`src/rtl/servo_seq_ctrl.sv`:
```
// -----------------------------------------------------------------------------
// servo_seq_ctrl
//
// Plays a stored motion program into the servo PWM generator. Each step word
// in the step RAM is {dwell[4:0], position[7:0]}. For every step the sequencer
// fetches the word, hands the position to the PWM block over a valid/ready
// handshake, waits dwell * TICK_DIV clocks, then moves to the next step. A
// dwell field of zero marks the end of the program.
//
// Optional feature macro: SERVO_SEQ_RAMP_EN
//   Defined   : pos_out slews 1 LSB per tick toward each step's target. Every
//               tick issues one handshake. The dwell count starts once the
//               target is reached.
//   Undefined : the target position is issued in a single handshake.
//
// Ports
//   clk        system clock
//   rst        asynchronous reset, active low
//   start      one-cycle pulse, begins a program (ignored unless idle)
//   stop       one-cycle pulse, aborts a running program
//   loop_en    restart at step 0 after the last step (sampled on start)
//   seq_base   first step RAM address (sampled on start)
//   seq_len    number of steps, 0 means 2^ADDR_LEN (sampled on start)
//   ram_addr   step RAM read address
//   ram_rd     read strobe, ram_data is valid one cycle later
//   ram_data   step word from the RAM
//   pos_out    position to the PWM generator
//   pos_valid  pos_out is valid
//   pos_ready  PWM generator accepts pos_out
//   busy       program running
//   done       one-cycle pulse at program end or stop
//   step_idx   current step index, 0-based
// -----------------------------------------------------------------------------
module servo_seq_ctrl #(
  parameter int CLK_FREQUENCY     = 50000000,
  parameter int TICK_DIV          = 500000,
  parameter int ADDR_LEN          = 8,
  parameter int POSITION_DATA_LEN = 8,
  parameter int SPEED_DATA_LEN    = 5,
  parameter int DATA_LEN          = 13
) (
  input  logic                         clk,
  input  logic                         rst,
  input  logic                         start,
  input  logic                         stop,
  input  logic                         loop_en,
  input  logic [ADDR_LEN-1:0]          seq_base,
  input  logic [ADDR_LEN-1:0]          seq_len,
  output logic [ADDR_LEN-1:0]          ram_addr,
  output logic                         ram_rd,
  input  logic [DATA_LEN-1:0]          ram_data,
  output logic [POSITION_DATA_LEN-1:0] pos_out,
  output logic                         pos_valid,
  input  logic                         pos_ready,
  output logic                         busy,
  output logic                         done,
  output logic [ADDR_LEN-1:0]          step_idx
);

  localparam int TICK_W = (TICK_DIV > 1) ? $clog2(TICK_DIV) : 1;
  localparam logic [TICK_W-1:0] TICK_MAX = TICK_W'(TICK_DIV - 1);

  // Reject configurations the word layout or tick counter cannot represent.
  if (CLK_FREQUENCY < 1 || TICK_DIV < 1 ||
      DATA_LEN != POSITION_DATA_LEN + SPEED_DATA_LEN) begin : g_bad_cfg
    $error("servo_seq_ctrl: inconsistent parameters");
  end

  typedef enum logic [2:0] {
    S_IDLE   = 3'd0,
    S_FETCH  = 3'd1,
    S_RDWAIT = 3'd2,
    S_ISSUE  = 3'd3,
    S_DWELL  = 3'd4,
    S_DONE   = 3'd5,
    S_SLEW   = 3'd6
  } state_t;

  state_t                         state_q;
  logic [ADDR_LEN-1:0]            seq_base_q;
  logic [ADDR_LEN-1:0]            seq_len_q;
  logic                           loop_q;
  logic [ADDR_LEN-1:0]            step_idx_q;
  logic [ADDR_LEN-1:0]            ram_addr_q;
  logic                           ram_rd_q;
  logic [POSITION_DATA_LEN-1:0]   pos_out_q;
  logic                           pos_valid_q;
  logic                           busy_q;
  logic                           done_q;
  logic [TICK_W-1:0]              tick_q;
  logic [SPEED_DATA_LEN-1:0]      dwell_q;
`ifdef SERVO_SEQ_RAMP_EN
  logic [POSITION_DATA_LEN-1:0]   target_q;

  // One LSB toward the target; callers guarantee cur != tgt.
  function automatic logic [POSITION_DATA_LEN-1:0] slew_step(
    input logic [POSITION_DATA_LEN-1:0] cur,
    input logic [POSITION_DATA_LEN-1:0] tgt
  );
    if (tgt > cur) begin
      slew_step = cur + POSITION_DATA_LEN'(1);
    end else begin
      slew_step = cur - POSITION_DATA_LEN'(1);
    end
  endfunction
`endif

  logic [ADDR_LEN-1:0]          step_inc_d;
  logic                         last_step_s;
  logic                         tick_wrap_s;
  logic [SPEED_DATA_LEN-1:0]    rd_dwell_s;
  logic [POSITION_DATA_LEN-1:0] rd_pos_s;

  // Modulo compare makes seq_len == 0 behave as a full 2^ADDR_LEN program.
  assign step_inc_d  = step_idx_q + ADDR_LEN'(1);
  assign last_step_s = (step_inc_d == seq_len_q);
  assign tick_wrap_s = (tick_q == TICK_MAX);
  assign rd_dwell_s  = ram_data[POSITION_DATA_LEN +: SPEED_DATA_LEN];
  assign rd_pos_s    = ram_data[POSITION_DATA_LEN-1:0];

  // Sequencer FSM with all outputs registered.
  always_ff @(posedge clk or negedge rst) begin
    if (!rst) begin
      state_q     <= S_IDLE;
      seq_base_q  <= '0;
      seq_len_q   <= '0;
      loop_q      <= 1'b0;
      step_idx_q  <= '0;
      ram_addr_q  <= '0;
      ram_rd_q    <= 1'b0;
      pos_out_q   <= '0;
      pos_valid_q <= 1'b0;
      busy_q      <= 1'b0;
      done_q      <= 1'b0;
      tick_q      <= '0;
      dwell_q     <= '0;
`ifdef SERVO_SEQ_RAMP_EN
      target_q    <= '0;
`endif
    end else begin
      case (state_q)
        S_IDLE: begin
          done_q <= 1'b0;
          if (start) begin
            seq_base_q <= seq_base;
            seq_len_q  <= seq_len;
            loop_q     <= loop_en;
            step_idx_q <= '0;
            busy_q     <= 1'b1;
            ram_addr_q <= seq_base;
            ram_rd_q   <= 1'b1;
            state_q    <= S_FETCH;
          end
        end

        // ram_rd is already high for this cycle; the word arrives in RDWAIT.
        S_FETCH: begin
          ram_rd_q <= 1'b0;
          state_q  <= S_RDWAIT;
        end

        S_RDWAIT: begin
          if (rd_dwell_s == '0) begin
            // End marker: finish without issuing anything.
            done_q  <= 1'b1;
            busy_q  <= 1'b0;
            tick_q  <= '0;
            dwell_q <= '0;
            state_q <= S_DONE;
          end else begin
            dwell_q <= rd_dwell_s;
            tick_q  <= '0;
`ifdef SERVO_SEQ_RAMP_EN
            target_q <= rd_pos_s;
            if (rd_pos_s == pos_out_q) begin
              state_q <= S_DWELL;
            end else begin
              pos_out_q   <= slew_step(pos_out_q, rd_pos_s);
              pos_valid_q <= 1'b1;
              state_q     <= S_ISSUE;
            end
`else
            pos_out_q   <= rd_pos_s;
            pos_valid_q <= 1'b1;
            state_q     <= S_ISSUE;
`endif
          end
        end

        S_ISSUE: begin
          if (pos_ready) begin
            pos_valid_q <= 1'b0;
            tick_q      <= '0;
`ifdef SERVO_SEQ_RAMP_EN
            state_q     <= (pos_out_q == target_q) ? S_DWELL : S_SLEW;
`else
            state_q     <= S_DWELL;
`endif
          end
        end

`ifdef SERVO_SEQ_RAMP_EN
        // Wait one tick between slew handshakes.
        S_SLEW: begin
          if (tick_wrap_s) begin
            tick_q      <= '0;
            pos_out_q   <= slew_step(pos_out_q, target_q);
            pos_valid_q <= 1'b1;
            state_q     <= S_ISSUE;
          end else begin
            tick_q <= tick_q + TICK_W'(1);
          end
        end
`endif

        // Dwell lasts dwell * TICK_DIV cycles; the last cycle launches FETCH.
        S_DWELL: begin
          if (tick_wrap_s) begin
            tick_q <= '0;
            if (dwell_q == SPEED_DATA_LEN'(1)) begin
              dwell_q <= '0;
              if (last_step_s && !loop_q) begin
                done_q  <= 1'b1;
                busy_q  <= 1'b0;
                state_q <= S_DONE;
              end else if (last_step_s) begin
                step_idx_q <= '0;
                ram_addr_q <= seq_base_q;
                ram_rd_q   <= 1'b1;
                state_q    <= S_FETCH;
              end else begin
                step_idx_q <= step_inc_d;
                ram_addr_q <= seq_base_q + step_inc_d;
                ram_rd_q   <= 1'b1;
                state_q    <= S_FETCH;
              end
            end else begin
              dwell_q <= dwell_q - SPEED_DATA_LEN'(1);
            end
          end else begin
            tick_q <= tick_q + TICK_W'(1);
          end
        end

        S_DONE: begin
          done_q  <= 1'b0;
          state_q <= S_IDLE;
        end

        default: begin
          ram_rd_q    <= 1'b0;
          pos_valid_q <= 1'b0;
          busy_q      <= 1'b0;
          done_q      <= 1'b0;
          state_q     <= S_IDLE;
        end
      endcase

      // Abort overrides whatever the state logic chose this cycle. DONE is
      // already on its way out, so a stop there leaves the pulse single.
      if (stop && (state_q != S_IDLE) && (state_q != S_DONE)) begin
        state_q     <= S_DONE;
        done_q      <= 1'b1;
        busy_q      <= 1'b0;
        pos_valid_q <= 1'b0;
        ram_rd_q    <= 1'b0;
        tick_q      <= '0;
        dwell_q     <= '0;
      end
    end
  end

  assign ram_addr  = ram_addr_q;
  assign ram_rd    = ram_rd_q;
  assign pos_out   = pos_out_q;
  assign pos_valid = pos_valid_q;
  assign busy      = busy_q;
  assign done      = done_q;
  assign step_idx  = step_idx_q;

endmodule

```
`config.mk`:
```
export PLATFORM = sky130hd
export DESIGN_NAME = servo_seq_ctrl
export DESIGN_NICKNAME = d
export VERILOG_FILES = /design/src/rtl/servo_seq_ctrl.sv
export SDC_FILE = /design/constraint.sdc
export NUM_CORES = 1
export LEC_CHECK = 0
export CORE_MARGIN = 4
export CORE_UTILIZATION = 50
export DETAILED_ROUTE_END_ITERATION = 10
export PLACE_DENSITY = 0.83
export SKIP_CTS_REPAIR_TIMING = 1
export SLEW_MARGIN = 10
export SYNTH_ARGS = -nofsm -noshare
export SYNTH_HDL_FRONTEND = slang
export SYNTH_SLANG_ARGS = --single-unit
```
`constraint.sdc`:
```
create_clock -name clk -period 2.5 [get_ports clk]
set_input_delay 0.5 -clock clk [delete_from_list [all_inputs] [get_ports clk]]
set_output_delay 0.5 -clock clk [all_outputs]
set_load 0.02 [all_outputs]
```
==> results of run 1 <==
==> Yosys cell counts (3+ instances only) <==
cell type   n
a211oi_1    4
a21oi_1    21
a22o_1      4
and2_1      5
and3_1      6
buf_2       4
buf_6       6
clkbuf_1   16
dfrtp_1    72
ha_1       11
inv_1      13
mux2_2      9
mux2_4      5
mux2i_1     8
nand2_1    76
nand2b_1   11
nand3_1    14
nand4_1     3
nor2_1     34
nor2b_1    10
nor3_1     17
o211ai_1    3
o21ai_0    27
o21bai_1    4
o221ai_1    3
o22ai_1     5
o31ai_1     5
or3_1       5
xnor2_1    19
xor2_1     13
==> critical path, cell delays in order, from the launching register on <==
cell and delay (ps):
dfrtp_1 390, or4_4 530, or4b_4 510, and3b_2 270, a21oi_2 60, a31o_4 260, buf_12 150, buf_4 160
o41ai_2 310
==> cell type report <==
class,count,area [um^2]
Sequential cell,72,1810
Clock buffer,13,149
Clock inverter,1,5.00
Fill cell,615,2530
Multi-Input combinational cell,366,2540
Inverter,13,48.8
Tap cell,105,131
Timing Repair Buffer,118,1120
==> per-layer routing <==
metal  global-route usage [%]  up-vias  routed length (um)
met5                        0        -                   0
met4                     7.57        0                 282
met3                     6.89       33                 738
met2                     37.8      173                6300
met1                     26.0     1980                4750
li1                         -     1882                   -
==> worst min path at each step <==
| stage | startpoint | endpoint | slack (ps) | cells after the start |
|---|---|---|---|---|
| after global placement | tick_q[0] | tick_q[0] | 480 | 1 |
| after global routing | rst | ram_addr[1] | 190 | 2 |
| after detailed placement | seq_len_q[5] | seq_len_q[5] | 490 | 2 |
| after floorplan | rst | busy | 200 | 0 |
| after CTS | rst | ram_addr[1] | 180 | 2 |
| final | rst | dwell_q[4] | 140 | 2 |
==> cells by family after synthesis <==
family	share of synthesized area (%)
and+or+nand+nor	21.8
AOI/OAI and AO/OA	16.2
DFF	41.2
muxes	5.87
xor gates and xnor gates	6.41
adders and majority gates	3.61
buffers and inverters	4.84
==> per-stage QoR <==
step	TNS [ps]	hold slack, ps	std cells
2_1_floorplan	0	204	478
3_3_place_gp	-349	480	660
3_5_place_dp	-1880	493	660
4_1_cts	-1360	185	674
5_1_grt	-2720	193	688
6_report	-1520	142	688
==> power breakdown <==
group	switching [mW]	internal, mW
registers	0.379	1.54
logic	1.75	1.67
clock network	0.407	0.376
==> sequential cells by signal (all words and copies together), names as in the netlist <==
register	count
busy	1
done	1
dwell_q	5
loop_q	1
pos_out	8
pos_valid	1
ram_addr	8
ram_rd	1
seq_base_q	8
seq_len_q	8
state_q	3
step_idx	8
tick_q	19
==> results.toml, run 1 <==
[sta]
fin_ws_ps = -238
rsz0062_at_grt = "true"
finalSetupViolations = 15
post-route-period-util_pct = 110
fmax_mhz = 365
fin_skew_ps = 13.2
final-max-slew-violation-count = 0
hold_viol = 0
finalCriticalPeriod_ps = 2740
worst_pin_slew_ps = 1070
slew-limit-headroom_pct = 28.4

[critical_path]
crit_type = "flop to flop"
startpoint_type = "flop"
r2r_cells = 8
critPathArrivalTime_ps = 2970
cp_max_fo = 6
cp-endpoint = "step_idx[3]"
r2r_slack_ps = -240
startpoint = "tick_q[12]"
endpoint_kind = "flop"
worstPathRequired_ps = 2730
r2r_end = "step_idx[3]"
r2r_start = "tick_q[12]"

[clock_network]
clockBufferDepth = 2
cts_tree = "done"
clk_latency_ps = 350
ctsHtreeMaxLevel = 3
cts_made_buffers = 9
clockRootBuffer = "clkbuf_8"
clock-sinks = 72
clkSlewWorstSetupHoldPaths_ps = 70

[logic_synthesis]
synth_ff_type = "dfrtp_1"
yosysTopAreaCellShare_pct = 41.2
synth.distinct_cells = 66
yosysSeqAreaShare_pct = 41.2
yosys-top-cells-area = "dfrtp_1 41%, nand2_1 6.5%, xnor2_1 3.8%"
yosys_warnings = 0
synthArstFlopShare_pct = 100
synth-seq-cells = 72
syn-cell-area_mm2 = 0.00437
synth_cells = 478
synth_nets = 525
syn_area_per_cell_um2 = 9.14
synth_edf_count = 0
yosysTopAreaCell = "dfrtp_1"

[detailed_routing]
drt-initial-drc-count = 283
vias_per_cell = 5.91
wl_mm = 12.1
vias = 4068
firstDrtPassIters = 5
drc = 0
wl_per_cell_um = 17.5
ant_nets = 0

[die]
row_count = 33
core-area_mm2 = 0.00834
initial_core_util_pct = 52.4
io_pins = 63
die_w_um = 101
die-area_mm2 = 0.0103
die_y_um = 101

[placed_design]
io_buffers = 62
place_area_mm2 = 0.00535
dp_hpwl_mm = 8.11
gp_congestion = 0.943
post-place-ws_ps = -159

[pwr]
p_total_mw = 6.12
p_leak_nw = 2.53
max-vdd-ir-drop_v = 0.000681
power_density_mw_per_mm2 = 1050

[grt]
grt_max_degree = 73
grtUsageTotal_pct = 22.0
grt_pass1_wl_mm = 17.9
grt_pass1_vias = 3879
grt-ovfl-total = 0
antenna_found_initial = 0

[cells_and_area]
final_nets = 627
final_common_cell = "nand2_1"
synthToLayoutAreaGrowth_pct = 32.9
final_util_pct = 69.6
layout_common_cells = "76 x nand2_1, 68 x dfrtp_1, 61 x clkdlybuf4s50_1"
final_area_mm2 = 0.00581
drive_gt1_share_pct = 22.3
diodes = 0

[hold_path]
hold_class = "input port to async pin"

[run_status]
violations = "negative setup slack"
status = "finished, violations left"

[flow_run]
drv_cap = 0
No activity file was read; power rests on OpenSTA's default activity.
==> run 2: changes to the inputs <==
--- a/config.mk
+++ b/config.mk
@@ -7,6 +7,7 @@
 export LEC_CHECK = 0
 export CORE_MARGIN = 4
 export CORE_UTILIZATION = 50
+export CTS_CLUSTER_SIZE = 20
 export DETAILED_ROUTE_END_ITERATION = 10
 export PLACE_DENSITY = 0.83
 export SKIP_CTS_REPAIR_TIMING = 1
==> results of run 2 <==
Same layout as run 1: the final DEF is identical, and so are final timing and power.
==> run 3: changes to the inputs <==
--- a/config.mk
+++ b/config.mk
@@ -6,10 +6,11 @@
 export NUM_CORES = 1
 export LEC_CHECK = 0
 export CORE_MARGIN = 4
-export CORE_UTILIZATION = 50
+export CORE_UTILIZATION = 51
+export CTS_BUF_LIST = sky130_fd_sc_hd__clkbuf_8
 export CTS_CLUSTER_SIZE = 20
 export DETAILED_ROUTE_END_ITERATION = 10
-export PLACE_DENSITY = 0.83
+export PLACE_DENSITY = 0.85
 export SKIP_CTS_REPAIR_TIMING = 1
 export SLEW_MARGIN = 10
 export SYNTH_ARGS = -nofsm -noshare
==> run 3 against run 2 <==
Compared with the run above:
- power grew 4.2%
- register-to-register slack better by 70 ps
- cell count shrank 0.44%
- the flow still finishes with violations (negative setup slack)
- largest power group unchanged
- die area shrank 1.8%
==> results.toml, run 3 (synthesis gave the netlist of run 1 again) <==
[die]
die_y_um = 101
io_pins = 63
initial_core_util_pct = 52.9
die_w_um = 101
die-area_mm2 = 0.0101
core-area_mm2 = 0.00826
row_count = 33

[sta]
holdWs_ps = 165
slew-limit-headroom_pct = 31.3
worst_pin_slew_ps = 1020
fmax_mhz = 375
finalSetupViolations = 13
finalCriticalPeriod_ps = 2660
post-route-period-util_pct = 107
final-max-slew-violation-count = 0
tns_ps = -996
fin_ws_ps = -163
fin_skew_ps = 14.6
rsz0062_at_grt = "true"
hold_viol = 0

[cells_and_area]
layout_common_cells = "76 x nand2_1, 67 x dfrtp_1, 61 x clkdlybuf4s50_1"
seq_area_mm2 = 0.00181
synthToLayoutAreaGrowth_pct = 36.4
drive_gt1_share_pct = 22.9
regMostFlops = "tick_q"
final_util_pct = 72.2
largest_register_ff_count = 19
stdcell_count = 685
final_nets = 622
diodes = 0
multi_input_comb_area_mm2 = 0.00266
final_common_cell = "nand2_1"
n_fill_cell = 541
final_area_mm2 = 0.00596

[pwr]
max-vdd-ir-drop_v = 0.000861
power_density_mw_per_mm2 = 1070
p_leak_nw = 2.60
p_total_mw = 6.37

[hold_path]
hold_class = "input port to async pin"

[critical_path]
endpoint_kind = "flop"
critPathArrivalTime_ps = 2910
worstPathRequired_ps = 2750
crit_type = "flop to flop"
startpoint_type = "flop"
cp_max_fo = 5

[clock_network]
clockRootBuffer = "clkbuf_8"
clockBufferDepth = 2
clk_latency_ps = 350
clock-sinks = 72
cts_tree = "done"
cts_made_buffers = 9
clkSlewWorstSetupHoldPaths_ps = 80
ctsHtreeMaxLevel = 3

[detailed_routing]
wl_per_cell_um = 18.2
drt-initial-drc-count = 266
firstDrtPassIters = 5
vias_per_cell = 5.96
drc = 0
wl_mm = 12.5
ant_nets = 0
vias = 4082

[grt]
antenna_found_initial = 0
grt_pass1_vias = 3929
grt_max_degree = 73
grt-ovfl-total = 0
grt_pass1_wl_mm = 18.0
grtUsageTotal_pct = 22.1

[run_status]
status = "finished, violations left"
violations = "negative setup slack"

[placed_design]
dp_hpwl_mm = 7.91
place_area_mm2 = 0.00535
gp_congestion = 0.892
post-place-ws_ps = -210
dpl.cell_count = 658
io_buffers = 62

[flow_run]
drv_cap = 0
run 3: cell types whose count changed in the layout (fill, tap and decap cells not counted), sizes merged:
cell | previous run | this run
clkinv | 1 | 3
a31o | 2 | 3
buf | 56 | 52
bufinv | 0 | 2
a221o | 3 | 2
clkbuf | 14 | 11
run 3: critical path, cell delays in order, from the launching register on:
cell and delay, ps:
dfrtp_2 430, buf_4 140, and3_2 250, nand3_1 150, xnor2_1 240, ha_1 280
nor3_1 80, nor2_1 190, o41ai_2 140, xnor2_1 150, nor2_1 160, xnor2_1 120
o311ai_4 230
run 3: layer usage:
layer | share of wire [%] | vias up | global-route usage, %
li1 | - | 1881 | -
met1 | 38 | 1980 | 27.2
met2 | 51 | 173 | 37.8
met3 | 6.8 | 48 | 4.78
met4 | 3.7 | 0 | 8.81
met5 | 0 | - | 0
run 3: final timing paths:
check	startpoint	endpoint	slack (ps)	cells after the start
worst min-delay path	rst	ram_addr[0]	170	2
worst min register to register	dwell_q[1]	dwell_q[1]	510	2
worst max-delay path	step_idx[0]	ram_addr[7]	-160	12
min in group clk	dwell_q[1]	dwell_q[1]	510	2
max in group asynchronous	rst	step_idx[4]	2020	2
worst max register to register	step_idx[0]	ram_addr[7]	-160	12
run 3: report_power, final:
part / internal [mW] / switching, mW
Sequential: 1.54 / 0.359
Combinational: 1.62 / 1.79
Clock: 0.615 / 0.451
run 3: area by class of cell:
class,count,share of cell area [%]
clock inverter,5,1.32
clock buffer,11,2.54
tap,105,2.20
timing repair buffer,113,18.3
sequential,72,30.3
multi-input combinational,366,44.5
inverter,13,0.818
